**config.mk**
```make
export PLATFORM = sky130hd
export DESIGN_NAME = tcdm_varlat_xbar_flat
export DESIGN_NICKNAME = d
export VERILOG_FILES = /design/src/rtl/tcdm_varlat_xbar_if.sv /design/src/rtl/tcdm_varlat_xbar.sv /design/src/flat_wrapper.sv
export SDC_FILE = /design/constraint.sdc
export NUM_CORES = 1
export LEC_CHECK = 0
export BUFFER_PORTS_ARGS = -buffer_cell sky130_fd_sc_hd__buf_2
export CAP_MARGIN = 20
export CORE_AREA = 5 5 219 221
export DETAILED_ROUTE_END_ITERATION = 8
export DIE_AREA = 0 0 224 226
export PLACE_DENSITY_LB_ADDON = 0.2
export SLEW_MARGIN = 20
export SYNTH_ARGS = -nofsm -noshare
export SYNTH_HDL_FRONTEND = slang
export SYNTH_SLANG_ARGS = --single-unit
```
**constraint.sdc**
```tcl
create_clock -name clk_i -period 14.5 [get_ports clk_i]
set_input_delay 3.625 -clock clk_i [delete_from_list [all_inputs] [get_ports clk_i]]
set_output_delay 3.625 -clock clk_i [all_outputs]
set_load 0.1 [all_outputs]
```
**src/rtl/tcdm_varlat_xbar_if.sv**
```systemverilog
// Bundle of N TCDM ports (request, grant, in-order response) used on both the
// core side and the bank side of tcdm_varlat_xbar.
interface tcdm_varlat_xbar_if #(
    parameter int unsigned N  = 4,
    parameter int unsigned AW = 2,
    parameter int unsigned WW = 32,
    parameter int unsigned RW = 32
);
    logic [N-1:0]         req;
    logic [N-1:0][AW-1:0] add;
    logic [N-1:0]         wen;
    logic [N-1:0][WW-1:0] wdata;
    logic [N-1:0]         gnt;
    logic [N-1:0]         vld;
    logic [N-1:0][RW-1:0] rdata;

    modport master (
        output req, add, wen, wdata,
        input  gnt, vld, rdata
    );

    modport slave (
        input  req, add, wen, wdata,
        output gnt, vld, rdata
    );
endinterface

```
**src/rtl/tcdm_varlat_xbar.sv**
```systemverilog
// NumIn x NumOut crossbar for variable-latency TCDM banks with per-bank RR arbiter and ID FIFO.
// Define TCDM_VARLAT_XBAR_ASSERT_EN to compile simulation-only protocol checks.
module tcdm_varlat_xbar #(
    parameter int unsigned NumIn         = 4,
    parameter int unsigned NumOut        = 4,
    parameter int unsigned ReqDataWidth  = 32,
    parameter int unsigned RespDataWidth = 32,
    parameter int unsigned ExtPrio       = 0,
    localparam int unsigned IW = (NumIn  > 1) ? $clog2(NumIn)  : 1,
    localparam int unsigned AW = (NumOut > 1) ? $clog2(NumOut) : 1
) (
    input  logic                         clk_i,
    input  logic                         rst_i,
    input  logic [NumOut-1:0][IW-1:0]    rr_i,
    tcdm_varlat_xbar_if.slave            core,
    tcdm_varlat_xbar_if.master           bank
);

    localparam int unsigned CW = $clog2(NumIn + 1);

    logic [NumOut-1:0][IW-1:0]            ptr_q;
    logic [NumOut-1:0][NumIn-1:0][IW-1:0] fifo_q;
    logic [NumOut-1:0][IW-1:0]            wr_q;
    logic [NumOut-1:0][IW-1:0]            rd_q;
    logic [NumOut-1:0][CW-1:0]            cnt_q;
    logic [NumIn-1:0]                     busy_q;

    logic [NumIn-1:0]                     elig;
    logic [NumOut-1:0][IW-1:0]            win;
    logic [NumOut-1:0]                    hs;
    logic [NumOut-1:0]                    pop;

    function automatic logic [IW-1:0] inc_wrap(input logic [IW-1:0] v);
        return (v == IW'(NumIn - 1)) ? '0 : v + 1'b1;
    endfunction

    // Response routing: each bank's FIFO head names the master that owns the response.
    always_comb begin
        logic [IW-1:0] h;
        h          = '0;
        pop        = '0;
        core.vld   = '0;
        core.rdata = '0;
        for (int k = 0; k < NumOut; k++) begin
            pop[k] = bank.vld[k] && (cnt_q[k] != '0);
            if (pop[k]) begin
                h              = fifo_q[k][rd_q[k]];
                core.vld[h]    = 1'b1;
                core.rdata[h]  = bank.rdata[k];
            end
        end
    end

    // A busy master may issue again in the very cycle its response returns.
    always_comb begin
        for (int j = 0; j < NumIn; j++) begin
            elig[j] = core.req[j] && (!busy_q[j] || core.vld[j]);
        end
    end

    always_comb begin
        int unsigned start;
        int unsigned idx;
        logic        found;
        start      = 0;
        idx        = 0;
        found      = 1'b0;
        win        = '0;
        hs         = '0;
        bank.req   = '0;
        bank.add   = '0;
        bank.wen   = '0;
        bank.wdata = '0;
        core.gnt   = '0;
        for (int k = 0; k < NumOut; k++) begin
            found = 1'b0;
            start = (ExtPrio != 0) ? (32'(rr_i[k]) % NumIn) : 32'(ptr_q[k]);
            for (int unsigned off = 0; off < NumIn; off++) begin
                idx = (start + off) % NumIn;
                if (!found && elig[idx] && (core.add[idx] == AW'(k))) begin
                    found  = 1'b1;
                    win[k] = IW'(idx);
                end
            end
            if (found) begin
                bank.req[k]        = 1'b1;
                bank.wen[k]        = core.wen[win[k]];
                bank.wdata[k]      = core.wdata[win[k]];
                core.gnt[win[k]]   = bank.gnt[k];
                hs[k]              = bank.gnt[k];
            end
        end
    end

    always_ff @(posedge clk_i or posedge rst_i) begin
        if (rst_i) begin
            ptr_q  <= '0;
            fifo_q <= '0;
            wr_q   <= '0;
            rd_q   <= '0;
            cnt_q  <= '0;
            busy_q <= '0;
        end else begin
            for (int k = 0; k < NumOut; k++) begin
                if (hs[k]) begin
                    fifo_q[k][wr_q[k]] <= win[k];
                    wr_q[k]            <= inc_wrap(wr_q[k]);
                    if (ExtPrio == 0) begin
                        ptr_q[k] <= inc_wrap(win[k]);
                    end
                end
                if (pop[k]) begin
                    rd_q[k] <= inc_wrap(rd_q[k]);
                end
                cnt_q[k] <= cnt_q[k] + CW'(hs[k]) - CW'(pop[k]);
            end
            // A same-cycle regrant outranks the clear from the returning response.
            for (int j = 0; j < NumIn; j++) begin
                if (core.gnt[j]) begin
                    busy_q[j] <= 1'b1;
                end else if (core.vld[j]) begin
                    busy_q[j] <= 1'b0;
                end
            end
        end
    end

`ifdef TCDM_VARLAT_XBAR_ASSERT_EN
    logic [NumIn-1:0]         pend_q;
    logic [NumIn-1:0][AW-1:0] add_q;

    always_ff @(posedge clk_i or posedge rst_i) begin
        if (rst_i) begin
            pend_q <= '0;
            add_q  <= '0;
        end else begin
            pend_q <= elig & ~core.gnt;
            add_q  <= core.add;
        end
    end

    always @(posedge clk_i) begin
        if (!rst_i) begin
            for (int k = 0; k < NumOut; k++) begin
                if (bank.vld[k] && (cnt_q[k] == '0)) begin
                    $error("tcdm_varlat_xbar: response on bank %0d with no outstanding request", k);
                end
            end
            for (int j = 0; j < NumIn; j++) begin
                if (core.gnt[j] && (32'(core.add[j]) >= NumOut)) begin
                    $error("tcdm_varlat_xbar: master %0d granted out-of-range bank", j);
                end
                if (pend_q[j] && (!core.req[j] || (core.add[j] != add_q[j]))) begin
                    $error("tcdm_varlat_xbar: master %0d dropped or changed request before grant", j);
                end
            end
        end
    end
`endif

endmodule

```
**src/flat_wrapper.sv**
```systemverilog
// flat-port wrapper written by rule: the top's interface ports become plain ports
module tcdm_varlat_xbar_flat 
#(
    parameter int unsigned NumIn         = 4,
    parameter int unsigned NumOut        = 4,
    parameter int unsigned ReqDataWidth  = 32,
    parameter int unsigned RespDataWidth = 32,
    parameter int unsigned ExtPrio       = 0,
    localparam int unsigned IW = (NumIn  > 1) ? $clog2(NumIn)  : 1,
    localparam int unsigned AW = (NumOut > 1) ? $clog2(NumOut) : 1
)
  (clk_i, rst_i, rr_i, core_req, core_add, core_wen, core_wdata, core_gnt, core_vld, core_rdata, bank_req, bank_add, bank_wen, bank_wdata, bank_gnt, bank_vld, bank_rdata);
  tcdm_varlat_xbar_if #(.N((4)), .AW((2)), .WW((32)), .RW((32))) core_i ();
  tcdm_varlat_xbar_if #(.N((4)), .AW((2)), .WW((32)), .RW((32))) bank_i ();
  input  logic clk_i;
  input  logic rst_i;
  input  logic [NumOut-1:0][IW-1:0] rr_i;
  input wire logic [$bits(core_i.req)-1:0] core_req;
  input wire logic [$bits(core_i.add)-1:0] core_add;
  input wire logic [$bits(core_i.wen)-1:0] core_wen;
  input wire logic [$bits(core_i.wdata)-1:0] core_wdata;
  output wire logic [$bits(core_i.gnt)-1:0] core_gnt;
  output wire logic [$bits(core_i.vld)-1:0] core_vld;
  output wire logic [$bits(core_i.rdata)-1:0] core_rdata;
  output wire logic [$bits(bank_i.req)-1:0] bank_req;
  output wire logic [$bits(bank_i.add)-1:0] bank_add;
  output wire logic [$bits(bank_i.wen)-1:0] bank_wen;
  output wire logic [$bits(bank_i.wdata)-1:0] bank_wdata;
  input wire logic [$bits(bank_i.gnt)-1:0] bank_gnt;
  input wire logic [$bits(bank_i.vld)-1:0] bank_vld;
  input wire logic [$bits(bank_i.rdata)-1:0] bank_rdata;
  assign core_i.req = core_req;
  assign core_i.add = core_add;
  assign core_i.wen = core_wen;
  assign core_i.wdata = core_wdata;
  assign core_gnt = core_i.gnt;
  assign core_vld = core_i.vld;
  assign core_rdata = core_i.rdata;
  assign bank_req = bank_i.req;
  assign bank_add = bank_i.add;
  assign bank_wen = bank_i.wen;
  assign bank_wdata = bank_i.wdata;
  assign bank_i.gnt = bank_gnt;
  assign bank_i.vld = bank_vld;
  assign bank_i.rdata = bank_rdata;
  tcdm_varlat_xbar #(.NumIn(NumIn), .NumOut(NumOut), .ReqDataWidth(ReqDataWidth), .RespDataWidth(RespDataWidth), .ExtPrio(ExtPrio)) u_core (.clk_i(clk_i), .rst_i(rst_i), .rr_i(rr_i), .core(core_i), .bank(bank_i));
endmodule
```
==> results_tabular.tex <==
\begin{tabular}{lr}
\hline
Metric & Value \\
\hline
\multicolumn{2}{l}{\textbf{Outcome}} \\
Result of the run & complete, no violations \\
\multicolumn{2}{l}{\textbf{STA}} \\
Worst slew margin relative to its limit & 0.3166 \\
Ratio of final minimum period to clock period & 0.8338 \\
Max Freq & 82.71 MHz \\
Hold Worst Slack & 0.4820 ns \\
Clk\_skew & 0.007059 ns \\
Number of failing hold endpoints at the final stage & 0 \\
Final period demand of the worst path & between 10 and 15 ns \\
Tightest Pin Transition & 1.025 ns \\
Accumulated negative setup slack & 0 ns \\
Count of pins over their slew limit & 0 \\
Final setup violation count & 0 \\
RSZ-0062 raised after global routing & false \\
\multicolumn{2}{l}{\textbf{Global routing}} \\
Aggregate global-route resource usage & 0.2278 \\
Vias in the first global route & 15968 \\
Global-route wire length before repair & $\sim$93000 µm \\
Antenna violations before repair & 19 \\
Congestion Overflow GR & 0 \\
Pin count of the biggest net entering global routing & 73 \\
\multicolumn{2}{l}{\textbf{Logic synthesis}} \\
Top post-synthesis cells by count & nand2\_1 (249), mux2i\_1 (233), o21ai\_0 (192) \\
Cell accounting for the most synthesized area & mux2i\_1 \\
FF+latch count, synth & 72 \\
Number of standard cells after synthesis & 1818 \\
Post-synth design cell area & 12810 µm² \\
Number of enable-type register cells in the synthesized netlist & 0 \\
Number of warnings reported in the yosys synthesis log & 0 \\
Part of the Yosys area used for sequential elements & 0.1406 \\
Proportion of netlist area held by the largest area contributor & 0.1820 \\
Share of flip-flops with an asynchronous set or reset after synthesis & 1.000 \\
Synth Flop Type & dfrtp\_1 \\
Syn\_area\_per\_cell & 7.048 µm² \\
Cell types with the largest area share after synthesis & mux2i\_1 (18\%), dfrtp\_1 (14\%), a22oi\_1 (7.7\%) \\
Most common cell in the synthesized netlist & nand2\_1 \\
Post-synthesis cell type count & 73 \\
\multicolumn{2}{l}{\textbf{Routing}} \\
Drt initial violations & 1088 \\
First drt pass iteration count & 6 \\
Final wirelength & 62140 µm \\
Remaining design rule violation count & 0 \\
Detailed-route via count & 16058 \\
Metal2 WL & 31130 µm \\
Uppermost layer routed & met5 \\
Final antenna-violating net count & 0 \\
WL met3 & 4755 µm \\
Wire length on met1 & 24340 µm \\
Via-to-Cell Ratio & between 5 and 6 \\
Wirelength per Cell & 21.63 µm \\
\multicolumn{2}{l}{\textbf{Clocking}} \\
Clk slew on worst S/H paths & 0.06 ns \\
Clock insertion delay at the later pin of the skew report & 0.34 ns \\
Clock tree buffer depth & 2 \\
H-tree depth & 3 \\
Post-CTS Setup Bufs & 0 \\
Post-cts repair resize count & 0 \\
TritonCTS sink count & 72 \\
Clock root cell & clkbuf\_16 \\
Hold Buf Count CTS & 0 \\
Clock tree from TritonCTS & built \\
Number of clock buffers inserted by TritonCTS & 9 \\
\multicolumn{2}{l}{\textbf{Setup path}} \\
Minimum setup slack among reg-to-reg paths & 9.27 ns \\
Element type at the critical path end & primary output \\
Required arrival time at the worst endpoint & approximately 11 ns \\
Startpoint type of the worst setup path & primary input \\
Signal arrival time at the worst endpoint & 8.47 ns \\
Setup CP Type & in -> out \\
CP Max Fanout & 35 \\
\multicolumn{2}{l}{\textbf{Floorplan}} \\
Die area & 50620 µm² \\
Number of cell rows & 79 \\
Initial core utilization & 0.2788 \\
DIE HEIGHT & 226 µm \\
I/O pin total & 570 \\
Die span in x & $\sim$220 µm \\
Placeable core region & approximately 46000 µm² \\
\multicolumn{2}{l}{\textbf{Flow run}} \\
Max-cap violations & 0 \\
\multicolumn{2}{l}{\textbf{Layout}} \\
Filler instances & 5037 \\
Layout overhead on the synthesized area & 27.95\% \\
Sequential cell area & 1802 µm² \\
Nets & 2585 \\
Multi-input gate area & 10080 µm² \\
Fraction of final layout cells sized beyond drive strength 1 & 0.3006 \\
\multicolumn{2}{l}{\textbf{Placed design}} \\
Post-DP HPWL & about 46000 µm \\
Buffers on Ports & 553 \\
Placer's final routability congestion estimate & 0.9050 \\
\multicolumn{2}{l}{\textbf{Hold path}} \\
Worst hold-check path type & reg -> reg \\
\hline
\end{tabular}
-- area by class of cell --
type | instances | area share
inverter | 84 | 0.01923
tap | 607 | 0.04633
timing repair buffer | 592 | 0.1867
sequential | 72 | 0.1099
clock buffer | 11 | 0.01481
multi-input combinational | 1488 | 0.6146
clock inverter | 5 | 0.006334
antenna | 14 | 0.002137
-- per-stage QoR --
stage / setup slack, ns / instances / util / area, µm²
final: 2.410 / 2873 / 0.3567 / 16390
after global routing: 2.067 / 2873 / 0.3567 / 16390
after CTS: 2.382 / 2859 / 0.3559 / 16360
after detailed placement: 2.396 / 2843 / 0.3484 / 16010
after global placement: 2.424 / 2843 / 0.3484 / 16010
after floorplan: 2.651 / 1825 / - / 12840
-- cells in the final DEF, fill, tap and decap left out, types with 5 or more instances in the layout --
cell type    n
o22ai_1    102
and3_1       5
ha_1        44
xnor2_1      8
buf_2      553
mux4_2       8
o21ai_0    192
nor2_1     138
nand2b_1     7
nand3_1      8
o32ai_1     33
a22oi_1    131
nor2b_1      7
diode_2     14
mux2_2      18
a21o_1       8
nand2_1    249
inv_1       81
dfrtp_1     72
nor3_1       8
o31ai_1     34
a211oi_1    14
clkbuf_16    9
mux2i_1    233
buf_4       39
a21oi_1    144
conb_1       8
-- worst paths after layout --
kind                                     end               from  cells after the start
setup reg to reg            u_core.busy_q[2]    u_core.cnt_q[4]                     14
min in group asynchronous    u_core.cnt_q[2]              rst_i                      3
hold reg to reg            u_core.fifo_q[10]  u_core.fifo_q[10]                      2
setup / recovery                 core_gnt[2]        bank_vld[1]                     16
hold / removal             u_core.fifo_q[10]  u_core.fifo_q[10]                      2
max in group asynchronous    u_core.cnt_q[5]              rst_i                      3
-- cells by family after synthesis --
kind of cell               synth area share
buffers and inverters               0.08720
AOI/OAI and AO/OA                    0.3488
and+or+nand+nor                      0.1565
adders and majority gates           0.04921
muxes                                0.2119
DFF                                  0.1406
xor gates and xnor gates           0.005468
other                             0.0002927
-- per-layer routing --
layer | GRT usage | vias to the layer above
li1 | - | 7558
met2 | 0.4113 | 755
met5 | 0 | -
met4 | 0.08518 | 2
met1 | 0.2667 | 7633
met3 | 0.04537 | 110
-- worst max-delay path, cell delays in order --
cell	delay (ns)
buf_2	0.11
o31ai_4	0.15
inv_1	0.27
and3_1	0.25
buf_4	0.29
nor4_4	0.51
a2111oi_1	0.24
nor4_4	0.51
o2bb2ai_1	0.21
a2bb2oi_4	0.77
inv_1	0.22
ha_1	0.28
nor2b_1	0.13
a221o_1	0.30
nand2_1	0.08
buf_2	0.45
-- sequential cells by signal (all words and copies together), names as in the netlist --
signal         cells
u_core.fifo_q     32
u_core.wr_q        8
u_core.rd_q        8
u_core.busy_q      4
u_core.ptr_q       8
u_core.cnt_q      12
Power is not shown: default switching activity piles up to over one toggle a cycle in this logic, so the estimate is an artifact.
